### src/rtl/dac_pkg.sv
`default_nettype none
// ============================================================================
// Module   : dac_pkg
// Brief    : Shared types and constants for the DAC transmit path.
// Revision : 1.0 - initial release
// ============================================================================
package dac_pkg;

   typedef enum logic [2:0] {
      ST_IDLE      = 3'd0,
      ST_RAMP_UP   = 3'd1,
      ST_ON        = 3'd2,
      ST_RAMP_DOWN = 3'd3,
      ST_HOLD      = 3'd4
   } tx_env_state_t;

   localparam int c_in_width = 27;

   // Offset-binary code for zero, used by the downstream rounding stage
   localparam logic [c_in_width-1:0] c_dac_midscale = {1'b1, {(c_in_width-1){1'b0}}};

endpackage
`default_nettype wire

### src/rtl/dac_tx_envelope_env_scaler.sv
`default_nettype none
// ============================================================================
// Module   : env_scaler
// Brief    : Two-stage signed sample x gain multiply followed by >>> ramp_bits.
// Revision : 1.0 - initial release
// ============================================================================
module env_scaler
   import dac_pkg::*;
#(
   parameter int in_width  = c_in_width,
   parameter int ramp_bits = 10
) (
   input  logic                       clk_in,
   input  logic                       reset_in,
   input  logic signed [in_width-1:0] data_in,
   input  logic                       data_valid,
   input  logic        [ramp_bits:0]  gain,
   output logic signed [in_width-1:0] data_out,
   output logic                       data_out_valid
);

   localparam int c_full_w = in_width + ramp_bits + 2;
   localparam int c_prod_w = in_width + ramp_bits + 1;

   logic signed [c_full_w-1:0] w_a;
   logic signed [c_full_w-1:0] w_b;
   logic signed [c_full_w-1:0] w_prod_full;
   logic signed [c_prod_w-1:0] w_shift;
   logic signed [c_prod_w-1:0] r_prod;
   logic                       r_v1;
   logic signed [in_width-1:0] r_data_out;
   logic                       r_v2;

   // Gain is unsigned, so it is zero-extended before the signed multiply
   assign w_a         = {{(ramp_bits+2){data_in[in_width-1]}}, data_in};
   assign w_b         = {{(in_width+1){1'b0}}, gain};
   assign w_prod_full = w_a * w_b;
   assign w_shift     = r_prod >>> ramp_bits;

   always_ff @(posedge clk_in) begin
      if (reset_in) begin
         r_prod     <= '0;
         r_v1       <= 1'b0;
         r_data_out <= '0;
         r_v2       <= 1'b0;
      end else begin
         r_v1 <= data_valid;
         r_v2 <= r_v1;
         if (data_valid) begin
            r_prod <= w_prod_full[c_prod_w-1:0];
         end
         if (r_v1) begin
            r_data_out <= w_shift[in_width-1:0];
         end
      end
   end

   assign data_out       = r_data_out;
   assign data_out_valid = r_v2;

endmodule
`default_nettype wire

### src/rtl/dac_tx_envelope.sv
`default_nettype none
// ============================================================================
// Module   : dac_tx_envelope
// Brief    : PTT amplitude ramp sequencer with post-ramp zero hold.
// Revision : 1.0 - initial release
// ============================================================================
module dac_tx_envelope
   import dac_pkg::*;
#(
   parameter int in_width    = c_in_width,
   parameter int ramp_bits   = 10,
   parameter int hold_cycles = 4096
) (
   input  logic                       clk_in,
   input  logic                       reset_in,
   input  logic                       tx_req,
   input  logic signed [in_width-1:0] DATA_IN,
   input  logic                       DATA_VALID,
   output logic signed [in_width-1:0] DATA_OUT,
   output logic                       DATA_OUT_VALID,
   output logic                       tx_active,
   output logic                       ramp_busy
);

   localparam int                  c_gw        = ramp_bits + 1;
   localparam logic [c_gw-1:0]     c_g_full    = {1'b1, {ramp_bits{1'b0}}};
   localparam int                  c_hold_w    = (hold_cycles > 1) ? $clog2(hold_cycles) : 1;
   localparam logic [c_hold_w-1:0] c_hold_last = c_hold_w'(hold_cycles - 1);

   tx_env_state_t       r_state;
   tx_env_state_t       w_base;
   tx_env_state_t       w_next;
   logic [c_gw-1:0]     r_g;
   logic [c_gw-1:0]     w_g_next;
   logic [c_hold_w-1:0] r_hold_cnt;
   logic [c_hold_w-1:0] w_hold_next;
   logic                r_tx_active;
   logic                r_ramp_busy;

   always_comb begin
      w_base      = r_state;
      w_next      = r_state;
      w_g_next    = r_g;
      w_hold_next = '0;

      case (r_state)
         ST_IDLE:      if (tx_req)  w_base = ST_RAMP_UP;
         ST_RAMP_UP:   if (!tx_req) w_base = ST_RAMP_DOWN;
         ST_ON:        if (!tx_req) w_base = ST_RAMP_DOWN;
         ST_RAMP_DOWN: if (tx_req)  w_base = ST_RAMP_UP;
         ST_HOLD: begin
            if (tx_req)                       w_base = ST_RAMP_UP;
            else if (r_hold_cnt == c_hold_last) w_base = ST_IDLE;
            else                              w_hold_next = r_hold_cnt + c_hold_w'(1);
         end
         default:                   w_base = ST_IDLE;
      endcase

      // The gain step follows the direction of the state being entered
      case (w_base)
         ST_RAMP_UP:   if (DATA_VALID && (r_g != c_g_full)) w_g_next = r_g + c_gw'(1);
         ST_RAMP_DOWN: if (DATA_VALID && (r_g != '0))       w_g_next = r_g - c_gw'(1);
         ST_ON:        w_g_next = c_g_full;
         default:      w_g_next = '0;
      endcase

      w_next = w_base;
      if ((w_base == ST_RAMP_UP) && (w_g_next == c_g_full)) w_next = ST_ON;
      if ((w_base == ST_RAMP_DOWN) && (w_g_next == '0))     w_next = ST_HOLD;
   end

   always_ff @(posedge clk_in) begin
      if (reset_in) begin
         r_state     <= ST_IDLE;
         r_g         <= '0;
         r_hold_cnt  <= '0;
         r_tx_active <= 1'b0;
         r_ramp_busy <= 1'b0;
      end else begin
         r_state     <= w_next;
         r_g         <= w_g_next;
         r_hold_cnt  <= w_hold_next;
         r_tx_active <= (w_next != ST_IDLE);
         r_ramp_busy <= (w_next == ST_RAMP_UP) || (w_next == ST_RAMP_DOWN);
      end
   end

   env_scaler #(
      .in_width  (in_width),
      .ramp_bits (ramp_bits)
   ) u_env_scaler (
      .clk_in         (clk_in),
      .reset_in       (reset_in),
      .data_in        (DATA_IN),
      .data_valid     (DATA_VALID),
      .gain           (r_g),
      .data_out       (DATA_OUT),
      .data_out_valid (DATA_OUT_VALID)
   );

   assign tx_active = r_tx_active;
   assign ramp_busy = r_ramp_busy;

endmodule
`default_nettype wire

### config.mk
export PLATFORM = sky130hd
export DESIGN_NAME = dac_tx_envelope
export DESIGN_NICKNAME = d
export VERILOG_FILES = /design/src/rtl/dac_pkg.sv /design/src/rtl/dac_tx_envelope_env_scaler.sv /design/src/rtl/dac_tx_envelope.sv
export SDC_FILE = /design/constraint.sdc
export NUM_CORES = 1
export LEC_CHECK = 0
export CAP_MARGIN = 20
export CORE_MARGIN = 2
export CORE_UTILIZATION = 55
export DETAILED_ROUTE_END_ITERATION = 10
export GPL_ROUTABILITY_DRIVEN = 0
export PLACE_DENSITY = 0.72
export SYNTH_ARGS = -nofsm -noshare
export SYNTH_HDL_FRONTEND = slang
export SYNTH_SLANG_ARGS = --single-unit
### constraint.sdc
create_clock -name clk_in -period 14.45 [get_ports clk_in]
set_input_delay 1.445 -clock clk_in [delete_from_list [all_inputs] [get_ports clk_in]]
set_output_delay 1.445 -clock clk_in [all_outputs]
set_load 0.05 [all_outputs]
Word-level counts from Yosys, hierarchy flattened --
Cells that the tools add are included.
Word-level totals: input bits 31, flip-flop bits (word level) 94, word-level logic and storage cells 48, output and inout bits 30
Cells by class: $add $sub $neg 3, muxes and demuxes 10, bitwise gates (word level) 1, eq/ne operators 12, reduce and logical (&&, ||, !) cells 12, multipliers 1
Operators by type and width (number):
- $mul A27 B12 Y37 | 1
- $pmux W11 S3 | 1
- $mux W11 | 2
- $mux W3 | 6
- $eq A3 B2 Y1 const B | 5
- $add A12 B1 Y12 const B | 1
- $eq A12 B12 Y1 const B | 1
- $add A11 B1 Y11 const B | 1
- $eq A11 B11 Y1 const B | 1
- $logic_not A11 Y1 | 1
- $ne A11 B11 Y1 const B | 1
- $reduce_bool A11 Y1 | 1
- $sub A11 B1 Y11 const B | 1
- $eq A3 B1 Y1 const B | 3
- $pmux W3 S3 | 1
- $logic_and A1 B1 Y1 | 4
- $reduce_or A2 Y1 | 2
- $reduce_or A4 Y1 | 1
- $eq A3 B3 Y1 const B | 1
- $logic_not A3 Y1 | 1
- $reduce_bool A3 Y1 | 1
- $logic_or A1 B1 Y1 | 1
- $not A1 Y1 | 1

Longest topological paths before layout --
word-level depth 12, gate-level depth with buffers 23, depth with buffers taken out 20

By module --
Synthesis repeated with hierarchy kept, for this count alone.
Unflattened totals: cell total of the unflattened synthesis 1551, area total of the unflattened synthesis 13487.9 um2
By module, submodules not included:
- env_scaler | sequential area each 1121.1 um2, area an instance 11685.0 um2, cells an instance 1335, times used 1
- dac_tx_envelope | sequential area each 560.5 um2, area an instance 1803.0 um2, cells an instance 216, times used 1

Worst setup path before layout --
Ideal clock, no wire load.
path type in2reg, start point input port DATA_IN[13], end point register u_env_scaler.r_prod[33], path slack 7.959 ns, arrival time 6.374 ns, library setup time 0.117 ns, data required time 14.333 ns, stages 19, buffers on the path 1, cells stage by stage clkbuf_1 nand2_1 fa_1 fa_1 inv_1 fa_1 fa_1 inv_1 fa_1 inv_1 ha_1 a211oi_1 o21bai_1 a31oi_1 o21ai_0 o31a_2 a211o_1 a21o_1 a32o_1
Between the ends: word-level cells in the longest chain between the ends 1
RTL lines:
- start: declaration | line dac_tx_envelope.sv:17 | input logic signed [in_width-1:0] DATA_IN,
- $mul A27 B12 Y37 | line dac_tx_envelope_env_scaler.sv:37 | assign w_prod_full = w_a * w_b;
- end signal: assignment | line dac_tx_envelope_env_scaler.sv:50 | r_prod <= w_prod_full[c_prod_w-1:0];
- end: declaration | line dac_tx_envelope_env_scaler.sv:29 | logic signed [c_prod_w-1:0] r_prod;
Every way passes these cells. A chain may end at the register's enable or synchronous reset.

Final worst setup path --
start point input port DATA_IN[14], end point register u_env_scaler.r_prod[34]
Same word-level chain as after synthesis.

==> results.sh <==
export IMPL_num_rows=56
export IMPL_multi_input_area_um2=10070
export IMPL_fin_skew_ns=0.007136
export IMPL_period_share_pct=49.03
export IMPL_remaining_drc_errors=0
export IMPL_synth_avg_cell_area_um2=8.611
export IMPL_start_kind="input pin"
export IMPL_syn_cell_area_um2=13340
export IMPL_endpoint_kind="flop"
export IMPL_maxSlewViolCount=0
export IMPL_grt_pass1_wl_um=51380
export IMPL_layout_cells_non_filler=1871
export IMPL_nets=1907
export IMPL_dpl_hpwl_um=22860
export IMPL_leakagePower_nw=7.024
export IMPL_ys_warn_count=0
export IMPL_syn_nets=1909
export IMPL_regArea_um2=1685
export IMPL_max_freq_ghz=0.1411
export IMPL_fin_tns_setup_ns=0
export IMPL_grt_overflow_total=0
export IMPL_drive_gt1_share_pct=3.222
export IMPL_post_place_ws_ns=7.051
export IMPL_hold_viol=0
export IMPL_cts_tree="done"
export IMPL_netlist_area_leader_share_pct=37.67
export IMPL_core_area_um2=23610
export IMPL_antenna_cells=0
export IMPL_drt_first_pass_iters=5
export IMPL_ys_seq_area_share_pct=12.61
export IMPL_vias=9983
export IMPL_final_core_util_pct=60.85
export IMPL_synth_edf_count=0
export IMPL_dieArea_um2=25510
export IMPL_die_width_um=159.7
export IMPL_relSlewSlack_pct=37.46
export IMPL_crit_path_start="DATA_IN[14]"
export IMPL_cellPowerDensity_nw_per_um2=86.54
export IMPL_rsz0062_at_grt="false"
export IMPL_clockBufferDepth=2
export IMPL_postCtsSetupRepairBufs=0
export IMPL_whs_path_depth=1
export IMPL_finalSetupViolCount=0
export IMPL_power_mw=1.243
export IMPL_fin_crit_ns=7.085
export IMPL_ys_flop_type="dfxtp_1"
export IMPL_yosysUniqueCellTypes=66
export IMPL_holdPathEnd="r_hold_cnt[0]"
export IMPL_cts_repair_resized=0
export IMPL_cts_buffers=9
export IMPL_critical_path_class="input pin to flop"
export IMPL_start_util_pct=56.49
export IMPL_die_h_um=159.7
export IMPL_async_flop_share_pct=0
export IMPL_r2r_start="r_g[5]"
export IMPL_antenna_found_initial=0
export IMPL_reg2reg_slack_ns=8.26
export IMPL_rr_worst_depth=18
export IMPL_synthCells=1549
export IMPL_htreeDepth=3
export IMPL_ios=61
export IMPL_final_area_um2=14370
export IMPL_synth_top_cell_by_area="fa_1"
export IMPL_synth_area_leaders="fa_1, dfxtp_1, inv_1, ha_1, nand2_1"
export IMPL_io_buffer_count=60
export IMPL_grtUsageTotal_pct=24.76
export IMPL_postCtsHoldBufs=0
export IMPL_crit_required_ns=14.68
export IMPL_r2r_end="u_env_scaler.r_prod[34]"
export IMPL_hold_ws_ns=0.4723
export IMPL_ant_nets=0
export IMPL_fillers=2081
export IMPL_viasPerCell=5.336
export IMPL_min_delay_start="r_hold_cnt[0]"
export IMPL_wl_per_cell_um=15.68
export IMPL_insertion_delay_ns=0.34
export IMPL_grt_pass1_vias=10619
export IMPL_hp_class="flop to flop"
export IMPL_clkTransAtPathRegs_ns=0.06
export IMPL_grt_max_degree=81
export IMPL_drt_total_wl_um=29340
export IMPL_worst_ir_drop_vdd_mv=0.06254
export IMPL_ys_ff_latch=84
export IMPL_cts_root_buffer="clkbuf_16"
export IMPL_clock_sinks=84
export IMPL_max_cap_viol_count=0
export IMPL_tightest_slew_ns=0.9381
export IMPL_drt_iter0_markers=489
export IMPL_syn_to_final_growth_pct=7.720
export IMPL_place_area_um2=14090
export IMPL_worst_path_max_fanout=11
export IMPL_arrival_ns=7.31
export IMPL_dp_cells=1855
export IMPL_outcome="finished, final reports clean"
export IMPL_fin_ws_ns=7.365
## cell families after synthesis
| family | share of synthesized area [%] |
|---|---|
| AOI/OAI and AO/OA | 7.317 |
| adders and majority gates | 44.99 |
| xor gates and xnor gates | 2.824 |
| muxes | 2.702 |
| and+or+nand+nor | 17.64 |
| DFF | 12.61 |
| buffers and inverters | 11.92 |
## layout make-up
| type | count | share of cell area (%) |
|---|---|---|
| clock inverters | 7 | 0.3658 |
| well taps | 319 | 2.778 |
| clock buffers | 9 | 1.568 |
| inverters | 332 | 8.674 |
| repair buffers | 73 | 4.825 |
| flip-flops and latches | 84 | 11.73 |
| multi-input cells | 1047 | 70.06 |
## cell usage after synthesis, types with 4 or more instances
cell	instances
inv_1	332
o21a_1	7
nand2_1	243
clkbuf_1	70
nor2_1	78
o21bai_1	6
dfxtp_1	84
or2_2	4
a21oi_1	31
and2_1	96
a31oi_1	6
ha_1	78
o21ai_0	19
nand2b_1	7
buf_1	9
and3_1	9
buf_2	5
a211oi_1	9
fa_1	251
xor2_1	17
mux2i_1	36
a21o_1	14
nand3_1	17
nor3_1	15
o21ai_1	5
nand4_1	7
xnor2_1	26
## sequential cells by signal, indices dropped and copies added, names as in the netlist
| signal | cells |
|---|---|
| u_env_scaler.data_out | 27 |
| u_env_scaler.r_prod | 27 |
| r_hold_cnt | 12 |
| r_g | 11 |
| r_state | 3 |
| ramp_busy | 1 |
| tx_active | 1 |
| u_env_scaler.data_out_valid | 1 |
| u_env_scaler.r_v1 | 1 |
## layer usage
layer	global-route usage [%]	wire length (um)	vias to the layer above
met5	0	0	-
li1	-	-	4681
met4	6.240	573	0
met2	45.99	15470	245
met3	2.416	1249	46
met1	30.93	12050	5011
## how the worst max path moves through the flow
stage	cells past startpoint	to
after detailed placement	19	u_env_scaler.r_prod[34]
after global routing	19	u_env_scaler.r_prod[34]
after floorplan	19	u_env_scaler.r_prod[33]
after global placement	19	u_env_scaler.r_prod[36]
after CTS	19	u_env_scaler.r_prod[34]
final	19	u_env_scaler.r_prod[34]
## cell usage in the layout, fill, tap and decap left out, types with 13 or more instances in the layout
cell / synthesis / layout
inv_1: 332 / 332
fa_1: 251 / 251
nand2_1: 243 / 243
and2_1: 96 / 96
dfxtp_1: 84 / 81
nor2_1: 78 / 78
ha_1: 78 / 78
clkdlybuf4s50_1: 0 / 59
mux2i_1: 36 / 36
a21oi_1: 31 / 31
xnor2_1: 26 / 26
o21ai_0: 19 / 19
nand3_1: 17 / 17
xor2_1: 17 / 17
nor3_1: 15 / 15
a21o_1: 14 / 14
buf_4: 0 / 13
## report_power, final
group	leakage, nW	switching [mW]	internal, mW
Combinational	6.21	0.454	0.285
Sequential	0.682	0.0273	0.263
Clock	0.129	0.0970	0.117
## critical path, cell delays in order
cell and delay (ns):
clkdlybuf4s50_1 0.75, nand2_1 0.15, fa_1 0.57, inv_1 0.05, fa_1 0.56, fa_1 0.43, fa_1 0.50, inv_1 0.05
fa_1 0.47, inv_1 0.04, ha_1 0.36, a21oi_1 0.22, o21ai_0 0.16, a31oi_1 0.20, o21ai_0 0.19, o31a_2 0.42
a2111oi_0 0.48, or4_1 0.19, nand3_1 0.06
Note: power is estimated with default switching activity, not from simulation.
